### config.mk
export PLATFORM = sky130hd
export DESIGN_NAME = vad_decision_out_flat
export DESIGN_NICKNAME = d
export VERILOG_FILES = /design/src/rtl/vad_pkg.sv /design/src/rtl/vad_decision_out_if.sv /design/src/rtl/vad_out_buf.sv /design/src/rtl/vad_decision_out.sv /design/src/flat_wrapper.sv
export SDC_FILE = /design/constraint.sdc
export NUM_CORES = 1
export LEC_CHECK = 0
export CAP_MARGIN = 20
export CORE_MARGIN = 5
export CORE_UTILIZATION = 40
export DETAILED_ROUTE_END_ITERATION = 7
export MAX_ROUTING_LAYER = met4
export SLEW_MARGIN = 20
export SYNTH_ARGS = -nofsm -noshare
export SYNTH_HDL_FRONTEND = slang
export SYNTH_SLANG_ARGS = --single-unit
### constraint.sdc
create_clock -name clk -period 1.4 [get_ports clk]
set_input_delay 0.28 -clock clk [delete_from_list [all_inputs] [get_ports clk]]
set_output_delay 0.28 -clock clk [all_outputs]
set_load 0.005 [all_outputs]
### src/rtl/vad_pkg.sv
// vad_pkg: shared types and constants for the VAD decision output block.
//   - result code constants produced by the final compare stage
//   - vad_state_t: smoothing FSM state encoding (also exported as debug)
//   - vad_rec_t: default decision record {frame, decision} for an 8-bit index
package vad_pkg;

    localparam logic [1:0] RES_NONE = 2'b00;
    localparam logic [1:0] RES_CLS2 = 2'b01;  // non-speech
    localparam logic [1:0] RES_CLS1 = 2'b10;  // speech
    localparam logic [1:0] RES_ILL  = 2'b11;

    typedef enum logic [1:0] {
        SILENCE = 2'd0,
        ONSET   = 2'd1,
        SPEECH  = 2'd2,
        HANG    = 2'd3
    } vad_state_t;

    localparam int FRAME_W_DEF = 8;

    typedef struct packed {
        logic [FRAME_W_DEF-1:0] frame;
        logic                   decision;
    } vad_rec_t;

    // Decision is asserted while speech is active or being held over.
    function automatic logic vad_decision(input vad_state_t st);
        return (st == SPEECH) || (st == HANG);
    endfunction

endpackage

### src/rtl/vad_decision_out_if.sv
// vad_decision_out_if: valid/ready record channel from the VAD block to the host.
//   out_valid    : record available (master -> slave)
//   out_ready    : downstream can accept (slave -> master)
//   out_decision : smoothed VAD decision
//   out_frame    : frame index the record belongs to
interface vad_decision_out_if #(
    parameter int FRAME_W = 8
);
    logic               out_valid;
    logic               out_ready;
    logic               out_decision;
    logic [FRAME_W-1:0] out_frame;

    modport master (
        output out_valid,
        output out_decision,
        output out_frame,
        input  out_ready
    );

    modport slave (
        input  out_valid,
        input  out_decision,
        input  out_frame,
        output out_ready
    );
endinterface

### src/rtl/vad_out_buf.sv
// vad_out_buf: one-entry valid/ready output register.
//   clk, rst_n : clock, async active-low reset
//   clr_i      : sync clear, discards any held record and the overflow flag
//   push_i     : a new record is offered this cycle (rec_i)
//   ready_i    : downstream ready
//   valid_o    : record held
//   rec_o      : held record, stable while valid_o && !ready_i
//   overflow_o : sticky, set when a push arrives while the entry is blocked
module vad_out_buf
    import vad_pkg::*;
#(
    parameter type rec_t = vad_rec_t
) (
    input  logic clk,
    input  logic rst_n,
    input  logic clr_i,
    input  logic push_i,
    input  rec_t rec_i,
    input  logic ready_i,
    output logic valid_o,
    output rec_t rec_o,
    output logic overflow_o
);

    logic valid_q, valid_d;
    rec_t rec_q,   rec_d;
    logic ovf_q,   ovf_d;
    logic load, drop;

    // A completing handshake frees the entry in the same edge, so a push
    // can replace the outgoing record without a bubble.
    assign load = push_i && (!valid_q || ready_i);
    assign drop = push_i && valid_q && !ready_i;

    always_comb begin
        valid_d = valid_q;
        rec_d   = rec_q;
        ovf_d   = ovf_q | drop;
        if (load) begin
            valid_d = 1'b1;
            rec_d   = rec_i;
        end else if (valid_q && ready_i) begin
            valid_d = 1'b0;
        end
    end

    always_ff @(posedge clk or negedge rst_n) begin
        if (!rst_n) begin
            valid_q <= 1'b0;
            rec_q   <= '0;
            ovf_q   <= 1'b0;
        end else if (clr_i) begin
            valid_q <= 1'b0;
            rec_q   <= '0;
            ovf_q   <= 1'b0;
        end else begin
            valid_q <= valid_d;
            rec_q   <= rec_d;
            ovf_q   <= ovf_d;
        end
    end

    assign valid_o    = valid_q;
    assign rec_o      = rec_q;
    assign overflow_o = ovf_q;

endmodule

### src/rtl/vad_decision_out.sv
// vad_decision_out: onset/hangover smoothing of the per-frame class code and
// record output toward the host.
//   clk, rst_n : clock, async active-low reset
//   cls_en     : compare-stage enable; result_in is valid one cycle later
//   result_in  : 10 speech, 01 non-speech, 00 no result, 11 illegal
//   clr        : sync soft clear, highest priority
//   out_if     : record channel (valid/ready, decision, frame index)
//   vad_state  : current FSM state (debug)
//   overflow   : sticky, a record was dropped under backpressure
//   code_err   : sticky, an illegal code was sampled
module vad_decision_out
    import vad_pkg::*;
#(
    parameter int ONSET_FRAMES = 2,
    parameter int HANG_FRAMES  = 3,
    parameter int CNT_W        = 4,
    parameter int FRAME_W      = 8
) (
    input  logic                clk,
    input  logic                rst_n,
    input  logic                cls_en,
    input  logic [1:0]          result_in,
    input  logic                clr,
    vad_decision_out_if.master  out_if,
    output logic [1:0]          vad_state,
    output logic                overflow,
    output logic                code_err
);

    typedef struct packed {
        logic [FRAME_W-1:0] frame;
        logic               decision;
    } rec_t;

    localparam logic [CNT_W-1:0]   CNT_ONE   = {{(CNT_W-1){1'b0}}, 1'b1};
    localparam logic [CNT_W-1:0]   ONSET_C   = CNT_W'(ONSET_FRAMES);
    localparam logic [CNT_W-1:0]   HANG_C    = CNT_W'(HANG_FRAMES);
    localparam logic [FRAME_W-1:0] FRAME_ONE = {{(FRAME_W-1){1'b0}}, 1'b1};

    logic               en_q;
    vad_state_t         state_q, state_d;
    logic [CNT_W-1:0]   cnt_q,   cnt_d;
    logic [FRAME_W-1:0] frame_q;
    logic               cerr_q;

    logic valid_frame, is_speech;
    rec_t rec_new, rec_out;

    // en_q marks the cycle in which result_in belongs to the enabled frame.
    assign valid_frame = en_q && (result_in == RES_CLS1 || result_in == RES_CLS2);
    assign is_speech   = (result_in == RES_CLS1);

    always_ff @(posedge clk or negedge rst_n) begin
        if (!rst_n) begin
            en_q    <= 1'b0;
            state_q <= SILENCE;
            cnt_q   <= '0;
            frame_q <= '0;
            cerr_q  <= 1'b0;
        end else if (clr) begin
            en_q    <= 1'b0;
            state_q <= SILENCE;
            cnt_q   <= '0;
            frame_q <= '0;
            cerr_q  <= 1'b0;
        end else begin
            en_q    <= cls_en;
            state_q <= state_d;
            cnt_q   <= cnt_d;
            if (valid_frame)
                frame_q <= frame_q + FRAME_ONE;
            if (en_q && result_in == RES_ILL)
                cerr_q <= 1'b1;
        end
    end

    // Smoothing FSM; only valid frames move it.
    always_comb begin
        state_d = state_q;
        cnt_d   = cnt_q;
        if (valid_frame) begin
            case (state_q)
                SILENCE: begin
                    if (is_speech) begin
                        if (ONSET_FRAMES == 1) begin
                            state_d = SPEECH;
                        end else begin
                            state_d = ONSET;
                            cnt_d   = CNT_ONE;
                        end
                    end
                end
                ONSET: begin
                    if (is_speech) begin
                        if (cnt_q + CNT_ONE == ONSET_C) begin
                            state_d = SPEECH;
                            cnt_d   = '0;
                        end else begin
                            cnt_d   = cnt_q + CNT_ONE;
                        end
                    end else begin
                        state_d = SILENCE;
                        cnt_d   = '0;
                    end
                end
                SPEECH: begin
                    if (!is_speech) begin
                        if (HANG_FRAMES == 0) begin
                            state_d = SILENCE;
                        end else begin
                            state_d = HANG;
                            cnt_d   = CNT_ONE;
                        end
                    end
                end
                HANG: begin
                    if (is_speech) begin
                        state_d = SPEECH;
                        cnt_d   = '0;
                    end else if (cnt_q == HANG_C) begin
                        state_d = SILENCE;
                        cnt_d   = '0;
                    end else begin
                        cnt_d   = cnt_q + CNT_ONE;
                    end
                end
                default: begin
                    state_d = SILENCE;
                    cnt_d   = '0;
                end
            endcase
        end
    end

    // The record reflects the state after this frame is processed and the
    // frame index before it is bumped.
    always_comb begin
        rec_new          = '0;
        rec_new.frame    = frame_q;
        rec_new.decision = vad_decision(state_d);
    end

    vad_out_buf #(
        .rec_t (rec_t)
    ) u_buf (
        .clk        (clk),
        .rst_n      (rst_n),
        .clr_i      (clr),
        .push_i     (valid_frame),
        .rec_i      (rec_new),
        .ready_i    (out_if.out_ready),
        .valid_o    (out_if.out_valid),
        .rec_o      (rec_out),
        .overflow_o (overflow)
    );

    assign out_if.out_decision = rec_out.decision;
    assign out_if.out_frame    = rec_out.frame;
    assign vad_state           = state_q;
    assign code_err            = cerr_q;

endmodule

### src/flat_wrapper.sv
// flat-port wrapper written by rule: the top's interface ports become plain ports
module vad_decision_out_flat import vad_pkg::*;
#(
    parameter int ONSET_FRAMES = 2,
    parameter int HANG_FRAMES  = 3,
    parameter int CNT_W        = 4,
    parameter int FRAME_W      = 8
)
  (clk, rst_n, cls_en, result_in, clr, vad_state, overflow, code_err, out_if_out_valid, out_if_out_decision, out_if_out_frame, out_if_out_ready);
  vad_decision_out_if #(.FRAME_W(FRAME_W)) out_if_i ();
  input  logic clk;
  input  logic rst_n;
  input  logic cls_en;
  input  logic [1:0] result_in;
  input  logic clr;
  output logic [1:0] vad_state;
  output logic overflow;
  output logic code_err;
  output wire logic [$bits(out_if_i.out_valid)-1:0] out_if_out_valid;
  output wire logic [$bits(out_if_i.out_decision)-1:0] out_if_out_decision;
  output wire logic [$bits(out_if_i.out_frame)-1:0] out_if_out_frame;
  input wire logic [$bits(out_if_i.out_ready)-1:0] out_if_out_ready;
  assign out_if_out_valid = out_if_i.out_valid;
  assign out_if_out_decision = out_if_i.out_decision;
  assign out_if_out_frame = out_if_i.out_frame;
  assign out_if_i.out_ready = out_if_out_ready;
  vad_decision_out #(.ONSET_FRAMES(ONSET_FRAMES), .HANG_FRAMES(HANG_FRAMES), .CNT_W(CNT_W), .FRAME_W(FRAME_W)) u_core (.clk(clk), .rst_n(rst_n), .cls_en(cls_en), .result_in(result_in), .clr(clr), .out_if(out_if_i), .vad_state(vad_state), .overflow(overflow), .code_err(code_err));
endmodule
* Word level (Yosys, flattened, before mapping)
Cells that the tools add are included.
W data, S select, Z words.
** Storage, ports and cells
- Register bits :: 27
- Input bits :: 7
- Output and inout port bits :: 14
- Word-level logic and storage cells :: 70
** Cells by class
- Add/subtract/negate cells :: 2
- Equal/unequal tests :: 12
- Muxes and demuxes :: 29
- Bitwise logic cells :: 1
- Reductions and logical operators :: 17
** Operators by type and width (number)
- $mux W4 :: 8
- $mux W9 :: 2
- $mux W2 :: 8
- $mux W8 :: 2
- $pmux W4 S4 :: 1
- $eq A2 B2 Y1 const B :: 6
- $add A8 B1 Y8 const B :: 1
- $eq A4 B2 Y1 const B :: 2
- $pmux W2 S4 :: 1
- $mux W1 :: 7
- $logic_and A1 B1 Y1 :: 6
- $reduce_bool A2 Y1 :: 3
- $add A4 B1 Y4 const B :: 1
- $eq A2 B1 Y1 const B :: 2
- $logic_or A1 B1 Y1 :: 3
- $ne A3 B2 Y1 const B :: 1
- $ne A3 B3 Y1 const B :: 1
- $reduce_and A3 Y1 :: 1
- $reduce_bool A3 Y1 :: 1
- $logic_not A1 Y1 :: 2
- $logic_not A2 Y1 :: 1
- $or A1 B1 Y1 :: 1

* Longest topological paths before layout
Gate-level depths: netlist (run 1).
- Word-level depth :: 10
- Mapped depth :: 7
- Depth with buffers taken out :: 6

* By module
A second synthesis (run 1) with hierarchy kept.
** Second synthesis, totals
- Cell total of the unflattened synthesis :: 143
- Area total of the unflattened synthesis :: 1475.2 um^2
** By module, submodules not included
- vad_decision_out :: times used 1, cells each 96, area each 939.7 um^2, seq. area each 400.4 um^2
- vad_out_buf :: times used 1, cells each 47, area each 535.5 um^2, seq. area each 275.3 um^2

* Worst setup path after synthesis (run 1)
No wires, ideal clock.
- Kind :: input port to flip-flop
- From :: input port result_in[0]
- To :: register u_core.u_buf.rec_q, in the netlist u_core.u_buf.rec_o[0]
- Library setup time :: 0.135 ns
- Arrival :: 1.404 ns
- Path slack :: -0.140 ns
- Stages :: 7
- Path through :: inv_1 -> ha_1 -> nand2b_2 -> buf_2 -> a211o_1 -> nand3_1 -> o211ai_1
** On the way
- Word-level cells in the longest chain between the ends :: 8
- Elaborated cells on any way between the ends :: 17
** RTL lines
- start: declaration :: RTL line flat_wrapper.sv:14 : input logic [1:0] result_in;
- $eq A2 B2 Y1 or $eq A2 B1 Y1 (tied branches) :: RTL line vad_decision_out.sv:50, vad_decision_out.sv:51
- $mux W2, or another cell as far along :: RTL line vad_decision_out.sv:117 : if (is_speech) begin
- $pmux W2 S4 or $logic_and A1 B1 Y1 (tied branches) :: RTL line vad_decision_out.sv:82, vad_decision_out.sv:50
- $mux W2 :: RTL line vad_decision_out.sv:81 : if (valid_frame) begin
- $eq A2 B2 Y1 :: RTL line vad_pkg.sv:28 : return (st == SPEECH) || (st == HANG);
- $logic_or A1 B1 Y1 :: RTL line vad_pkg.sv:28
- $mux W9 :: RTL line vad_out_buf.sv:39 : if (load) begin
- $mux W9 :: RTL line vad_out_buf.sv:52 : end else if (clr_i) begin
- end signal: assignment :: RTL line vad_out_buf.sv:58 : rec_q <= rec_d;
- end: declaration :: RTL line vad_out_buf.sv:26 : rec_t rec_q, rec_d;
Parallel ways exist; a longest one is shown, timed or not. The select of a mux whose other input is x is not followed.
A chain may end at the register's enable or synchronous reset.

* Worst setup path in the final report (run 1)
- From :: register u_core.cnt_q[1]
- To :: register u_core.u_buf.rec_q, in the netlist u_core.u_buf.rec_o[0]
** On the way
- Word-level cells in the longest chain between the ends :: 10
- Elaborated cells on any way between the ends :: 14
** RTL lines
- start: declaration :: RTL line vad_decision_out.sv:42 : logic [CNT_W-1:0] cnt_q, cnt_d;
- start signal: assignment :: RTL line vad_decision_out.sv:69 : cnt_q <= cnt_d;
- $add A4 B1 Y4 :: RTL line vad_decision_out.sv:95 : if (cnt_q + CNT_ONE == ONSET_C) begin
- $eq A4 B2 Y1 :: RTL line vad_decision_out.sv:95
- $mux W2 :: RTL line vad_decision_out.sv:95
- $mux W2 :: RTL line vad_decision_out.sv:94 : if (is_speech) begin
- $pmux W2 S4 (*) :: RTL line vad_decision_out.sv:82 : case (state_q)
- $mux W2 (*) :: RTL line vad_decision_out.sv:81
- $eq A2 B2 Y1 :: RTL line vad_pkg.sv:28
- $logic_or A1 B1 Y1 (*) :: RTL line vad_pkg.sv:28
- $mux W9 (*) :: RTL line vad_out_buf.sv:39
- $mux W9 (*) :: RTL line vad_out_buf.sv:52
Mark *: on every way between the ends. The rest lies on a longest branch, timed or not. The select of a mux whose other input is x is not followed.

==> parameters.txt, run 1 <==
Parameter                              Value

Die
  Placement Rows    21
  Vert. Die Dim    69.5 um
  Horiz. Die Dim    69.5 um
  IO Count    21
  Initial core utilization    between 40% and 50%
  Core footprint    3390 um2
  Die ar.    4830 um2

Clock tree
  Clock sinks    27
  Number of buffers between clock root and the deepest sink    2
  Root buffer selected by CTS    sky130_fd_sc_hd__clkbuf_4
  H-tree Lvls    1
  Clock tree from TritonCTS    yes
  Number of buffers created by CTS    3
  Clock input transition at the sequential cells of the worst setup and hold paths    0.16 ns
  Worst-skew pair later-pin latency    between 0.3 and 0.4 ns
  Number of hold buffers added after CTS    0

Worst setup path
  Required time of the worst setup path    1.62 ns
  Cells along the critical path    ha_4 -> nand4bb_4 -> or3_4 -> o211ai_1 -> o211ai_1
  Largest fanout on the critical path    6
  Top cell by count, worst path    sky130_fd_sc_hd__o211ai_1
  Slowest cell delay on critical path    roughly 0.44 ns
  Cell with the largest stage delay on the worst path    sky130_fd_sc_hd__dfrtp_2
  Critical Path End Type    flip-flop
  Arrival time worst endpoint    1.72 ns
  Type of the worst setup path    reg2reg
  Kind of launch point of the worst setup path    flip-flop

Power
  Clk pwr share    25.5%
  Total internal power    approximately 1.0 mW
  Power density cells    ~640 nW/um2
  Combinational share of power    between 15 and 20%
  Worst voltage drop across the vdd grid    around 450 uV
  Switch share    between 20% and 30%
  Sw power    approximately 0.37 mW
  Relative contribution of sequential cells to total power    57.8%
  Static leakage    between 0.9 and 1 nW

Layout
  FF/Latch Area    a little under 700 um2
  Commonest non-fill, non-tap cells in the layout    sky130_fd_sc_hd__buf_4, sky130_fd_sc_hd__dfrtp_1, sky130_fd_sc_hd__dlygate4sd2_1
  Finished layout cell area    2160 um2
  Layout cell share with drive strength beyond 1    between 30 and 40%
  Layout overhead on the synthesized area    52.4%
  Nets    between 200 and 250
  Area taken by multi-input logic gates    873 um2
  Fill cell total of the finished layout    around 270
  Antenna diode instance count    0
  Most common cell after layout, fill and taps aside    sky130_fd_sc_hd__buf_4

STA
  Maximum operating frequency    around 670 MHz
  Minimum clock period    1.50 ns
  Setup violations, final    5
  Smallest hold slack    between 0.2 and 0.3 ns
  Setup repair after global routing missed its margin    yes
  Final setup slack of the worst path    -0.100 ns
  Worst slew margin relative to its limit    between 80% and 90%
  Number of hold violations in the final report    0
  Max Slew Vio Count    0
  Period Utilization, post-route    107%
  Worst slew pin tran    0.297 ns
  Post-route clock skew    approximately 0.011 ns

Yosys
  Multiplexer share of the synthesized area    0%
  Post-synthesis area per instance    a little over 10 um2
  Proportion of netlist area held by the largest area contributor    between 40% and 50%
  Adder and majority cell fraction of the synthesized area    4.42%
  Post-synthesis instance area    around 1400 um2
  Total number of yosys warnings    0
  Synthesized instance count    around 140
  Number of synthesized flops with an enable pin    0
  Netlist cell types    43
  Share of the synthesized netlist area taken by xor and xnor gates    about 4.3%
  Part of the Yosys area used for sequential elements    between 40% and 50%
  Post-synth net total    150
  Async set-or-reset flop fraction in the synthesized netlist    between 90% and 100%
  Top post-synthesis cells by area    sky130_fd_sc_hd__dfrtp_1, sky130_fd_sc_hd__a22o_1, sky130_fd_sc_hd__ha_1
  Synthesized-area fraction occupied by ao, oa, aoi and oai cells    about 17%
  Largest family of logic cells by synthesized area    simple AND/OR/NAND/NOR gates
  Cell type with the largest total area after synthesis    sky130_fd_sc_hd__dfrtp_1
  Synth Register Bits    27
  Synthesized-area fraction occupied by and/or/nand/nor cells    23.8%
  Top_reg_cell synth    sky130_fd_sc_hd__dfrtp_1

Detailed routing
  Vias/cell    5.31
  Number of design-rule violations left by the first detailed-router iteration    63
  Remaining design rule violation count    0
  First-pass detailed-route iteration total    4
  Drt total wl    between 3000 and 4000 um
  Final routed wire length divided by cell count    ~15 um
  Final ANT Viol Nets    0
  Via count    between 1000 and 1500

Global route
  Global-route wire length before repair    between 6000 and 7000 um
  Grt total ovfl    0
  Total global routing track utilization    around 17%
  Initial antenna violation count    0
  Pin count of the biggest net entering global routing    28
  Vias in the first global route    between 1000 and 1500

Run
  Maximum Capacitance Violations    0

Status
  Outcome    complete, but fails checks
  Failing checks    negative setup slack

Placed design
  RePlAce Congestion    roughly 0.86
  Dpl cell area    between 1500 and 2000 um2
  Number of buffers inserted by port buffering    20
  Final HPWL from detailed placement    about 2500 um

Worst hold path
  Path category of the worst min-delay check    in2async
-- area by class of cell --
class / instances / area share [%]
clock buffer: 3 / 1.04
multi-input combinational: 103 / 40.5
timing repair buffer: 59 / 23.3
sequential: 27 / 31.5
inverter: 4 / 0.696
clock inverter: 1 / 0.348
tap: 46 / 2.67
-- path summary, 6_finish.rpt --
check / slack, ns / endpoint / start / cells past startpoint
max in group asynchronous: 0.96 / u_core.vad_state[1] / rst_n / 2
min in group clk: 0.47 / u_core.en_q / cls_en / 2
max: -0.10 / u_core.u_buf.rec_o[0] / u_core.cnt_q[1] / 5
min: 0.27 / u_core.u_buf.valid_o / rst_n / 2
max reg2reg: -0.10 / u_core.u_buf.rec_o[0] / u_core.cnt_q[1] / 5
min reg2reg: 0.52 / u_core.u_buf.overflow_o / u_core.u_buf.overflow_o / 2
-- worst max-delay path: cells and delay by family, from the launching register on --
kind            cells  cell delay (ns)
compound gates      2             0.22
flops               1             0.44
fa+ha+maj           1             0.20
simple gates        2             0.53
-- timing repair --
action                     4_1_cts  5_1_grt
gates cloned                     1        0
pin swaps                       13        7
setup endpoints to repair       37        7
buffers inserted                17        0
gates resized for setup         39        4
-- metrics by stage --
stage	utilization (%)	setup TNS (ns)	power [mW]	instances	setup WS, ns
after CTS	62.9	-0.218	1.40	243	-0.132
after global placement	55.2	-11.25	1.01	221	-0.555
after floorplan	-	-0.0285	0.908	138	-0.0285
after global routing	63.6	-0.456	1.46	243	-0.150
final	63.6	-0.208	1.39	243	-0.100
after detailed placement	55.2	-12.19	1.02	221	-0.606
-- cells in the mapped netlist (all sizes together), types with 3 or more instances --
library cell,instances
inv,4
nand3,6
nor3,5
nand4,5
nand2,8
nor2b,5
a22o,8
dfrtp,27
xnor2,3
buf,4
a21oi,8
xor2,4
nand2b,3
ha,5
o21ai,3
nor2,12
-- cells by family after synthesis --
group           count (synthesis)
compound gates                 32
xor+xnor                        7
fa+ha+maj                       5
buf+inv                         9
flops                          27
simple gates                   58
-- flip-flops by register name, indices dropped and copies added (netlist names) --
signal,count
u_core.u_buf.rec_o,9
u_core.frame_q,8
u_core.u_buf.overflow_o,1
u_core.vad_state,2
u_core.u_buf.valid_o,1
u_core.code_err,1
u_core.en_q,1
u_core.cnt_q,4
-- power groups by stage --
stage                     clock network, mW  logic [mW]  registers (mW)
after CTS                             0.369       0.229           0.802
after global placement                    0       0.192           0.819
after global routing                  0.402       0.252           0.805
after floorplan                           0      0.0891           0.818
after detailed placement                  0       0.196           0.820
final                                 0.354       0.232           0.802
-- layer usage --
layer	vias to the layer above	wire (um)	GRT usage [%]	part of all wire, %
li1	624	-	-	-
met1	629	1630	19.6	45
met2	27	1790	27.9	49
met3	10	117	2.75	3.2
met4	0	97	7.38	2.7
met5	-	0	-	0
Power figures use the tool's default switching activity.
==> run 2, diff against run 1 <==
--- a/config.mk
+++ b/config.mk
@@ -14,3 +14,4 @@
 export SYNTH_ARGS = -nofsm -noshare
 export SYNTH_HDL_FRONTEND = slang
 export SYNTH_SLANG_ARGS = --single-unit
+export TNS_END_PERCENT = 30
==> parameters.txt, run 2 (synthesis results as in run 1) <==
Parameter                              Value

Status
  Outcome    complete, but fails checks
  Failing checks    negative setup slack

Placed design
  Final HPWL from detailed placement    2460 um
  RePlAce Congestion    around 0.86
  Number of buffers inserted by port buffering    20

Worst setup path
  Cell with the largest stage delay on the worst path    sky130_fd_sc_hd__dfrtp_2
  Worst reg-to-reg setup slack    -0.08 ns
  Kind of launch point of the worst setup path    flip-flop
  Top cell by count, worst path    sky130_fd_sc_hd__o211ai_1
  Cells along the critical path    ha_4 -> nand4bb_4 -> or3_4 -> o211ai_1 -> o211ai_1
  Critical Path End Type    flip-flop
  Slowest cell delay on critical path    ~0.43 ns
  Arrival time worst endpoint    1.70 ns
  Required time of the worst setup path    about 1.6 ns
  Type of the worst setup path    reg2reg
  Worst r2r src    u_core.cnt_q[1]
  Largest fanout on the critical path    6
  Capturing point of the worst reg2reg path    u_core.u_buf.rec_o[0]
  FF-to-FF path depth    5
  First element of the critical path    u_core.cnt_q[1]

Layout
  Fill cell total of the finished layout    approximately 270
  Antenna diode instance count    0
  Nets    between 150 and 200
  Max reg flops    9
  Commonest non-fill, non-tap cells in the layout    sky130_fd_sc_hd__buf_4, sky130_fd_sc_hd__dfrtp_1, sky130_fd_sc_hd__dlygate4sd2_1
  FF/Latch Area    ~680 um2
  Layout cell share with drive strength beyond 1    between 20% and 30%
  Layout overhead on the synthesized area    45.2%
  Most common cell after layout, fill and taps aside    sky130_fd_sc_hd__buf_4
  Area taken by multi-input logic gates    865 um2

Detailed routing
  Remaining design rule violation count    0
  Number of design-rule violations left by the first detailed-router iteration    67
  Highest metal used    met4
  Met3 layer wire length in the routed design    about 71 um
  Drt total wl    about 3500 um
  Final ANT Viol Nets    0
  Detailed-routed wire length on met2    1780 um
  Vias/cell    around 5.4
  Wire length the detailed router placed on met1    between 1500 and 2000 um
  Via count    approximately 1200
  First-pass detailed-route iteration total    4
  Final routed wire length divided by cell count    between 15 and 20 um

STA
  Worst slew pin tran    roughly 0.27 ns
  Period Utilization, post-route    106%
  Final setup slack of the worst path    -0.0831 ns
  Number of hold violations in the final report    0
  Minimum clock period    around 1.5 ns
  Setup violations, final    4
  Setup TNS after final layout    -0.148 ns
  Smallest hold slack    ~0.27 ns
  Max Slew Vio Count    0
  Maximum operating frequency    674 MHz
  Post-route clock skew    0.0101 ns
  Setup repair after global routing missed its margin    yes
  Worst slew margin relative to its limit    about 82%

Clock tree
  Clock tree from TritonCTS    yes
  H-tree Lvls    1
  Clock sinks    27
  Number of hold buffers added after CTS    0
  Number of buffers created by CTS    3
  Number of buffers between clock root and the deepest sink    2
  Clock input transition at the sequential cells of the worst setup and hold paths    ~0.16 ns
  Root buffer selected by CTS    sky130_fd_sc_hd__clkbuf_4
  Worst-skew pair later-pin latency    approximately 0.33 ns

Die
  Core footprint    ~3400 um2
  Die ar.    4830 um2
  Vert. Die Dim    between 60 and 70 um
  IO Count    21
  Placement Rows    21
  Horiz. Die Dim    roughly 69 um
  Initial core utilization    a little over two fifths

Power
  Power density cells    between 600 and 700 nW/um2
  Total Power Consumption    between 1 and 1.5 mW
  Static leakage    approximately 0.92 nW
  Worst voltage drop across the vdd grid    approximately 450 uV

Global route
  Grt total ovfl    0
  Global-route wire length before repair    6070 um
  Initial antenna violation count    0
  Vias in the first global route    approximately 1300
  Total global routing track utilization    16.1%
  Pin count of the biggest net entering global routing    28

Worst hold path
  Path category of the worst min-delay check    in2async

Run
  Maximum Capacitance Violations    0
## run 2: how the worst max path moves through the flow
stage                                        to  slack, ns
after floorplan           u_core.u_buf.rec_o[0]      -0.03
after global placement    u_core.u_buf.rec_o[0]      -0.55
after detailed placement  u_core.u_buf.rec_o[0]      -0.61
after CTS                 u_core.u_buf.rec_o[0]      -0.11
after global routing      u_core.u_buf.rec_o[0]      -0.14
final                     u_core.u_buf.rec_o[0]      -0.08
## run 2: layer usage
layer / vias to the layer above / global-route usage (%)
met5: - / -
met1: 623 / 19.1
li1: 599 / -
met3: 6 / 2.75
met4: 0 / 6.51
met2: 18 / 27.0
## run 2: worst max-delay path, delay by kind of cell, from the launching register on
family                     cells  cell delay [ns]
AOI/OAI and AO/OA              2             0.22
and+or+nand+nor                2             0.53
DFF                            1             0.43
adders and majority gates      1             0.19
## run 2: power by group
part / switching (mW) / total, mW / internal (mW) / leakage, nW
logic: 0.111 / 0.223 / 0.112 / 0.536
registers: 0.00967 / 0.802 / 0.793 / 0.369
clock network: 0.245 / 0.354 / 0.109 / 0.0139
## run 2: what timing repair did
| item | CTS | global route |
|---|---|---|
| buffers inserted | 4 | 1 |
| setup endpoints to repair | 37 | 7 |
| pin swaps | 4 | 7 |
| gates cloned | 1 | 0 |
| resized for setup | 26 | 12 |
## run 2: stage by stage
stage / setup WS, ns / utilization (%) / area [um2] / instances
6_report: -0.0831 / 60.6 / 2050 / 231
5_1_grt: -0.143 / 60.6 / 2050 / 231
4_1_cts: -0.106 / 58.1 / 1970 / 230
3_5_place_dp: -0.606 / 55.2 / 1870 / 221
3_3_place_gp: -0.555 / 55.2 / 1870 / 221
2_1_floorplan: -0.0285 / - / 1460 / 138
## run 2: cell type report
| type | count | area share, % |
|---|---|---|
| multi-input combinational | 103 | 42.1 |
| sequential | 27 | 33.1 |
| timing repair buffer | 47 | 19.9 |
| tap | 46 | 2.80 |
| clock buffer | 3 | 1.10 |
| inverter | 4 | 0.731 |
| clock inverter | 1 | 0.365 |
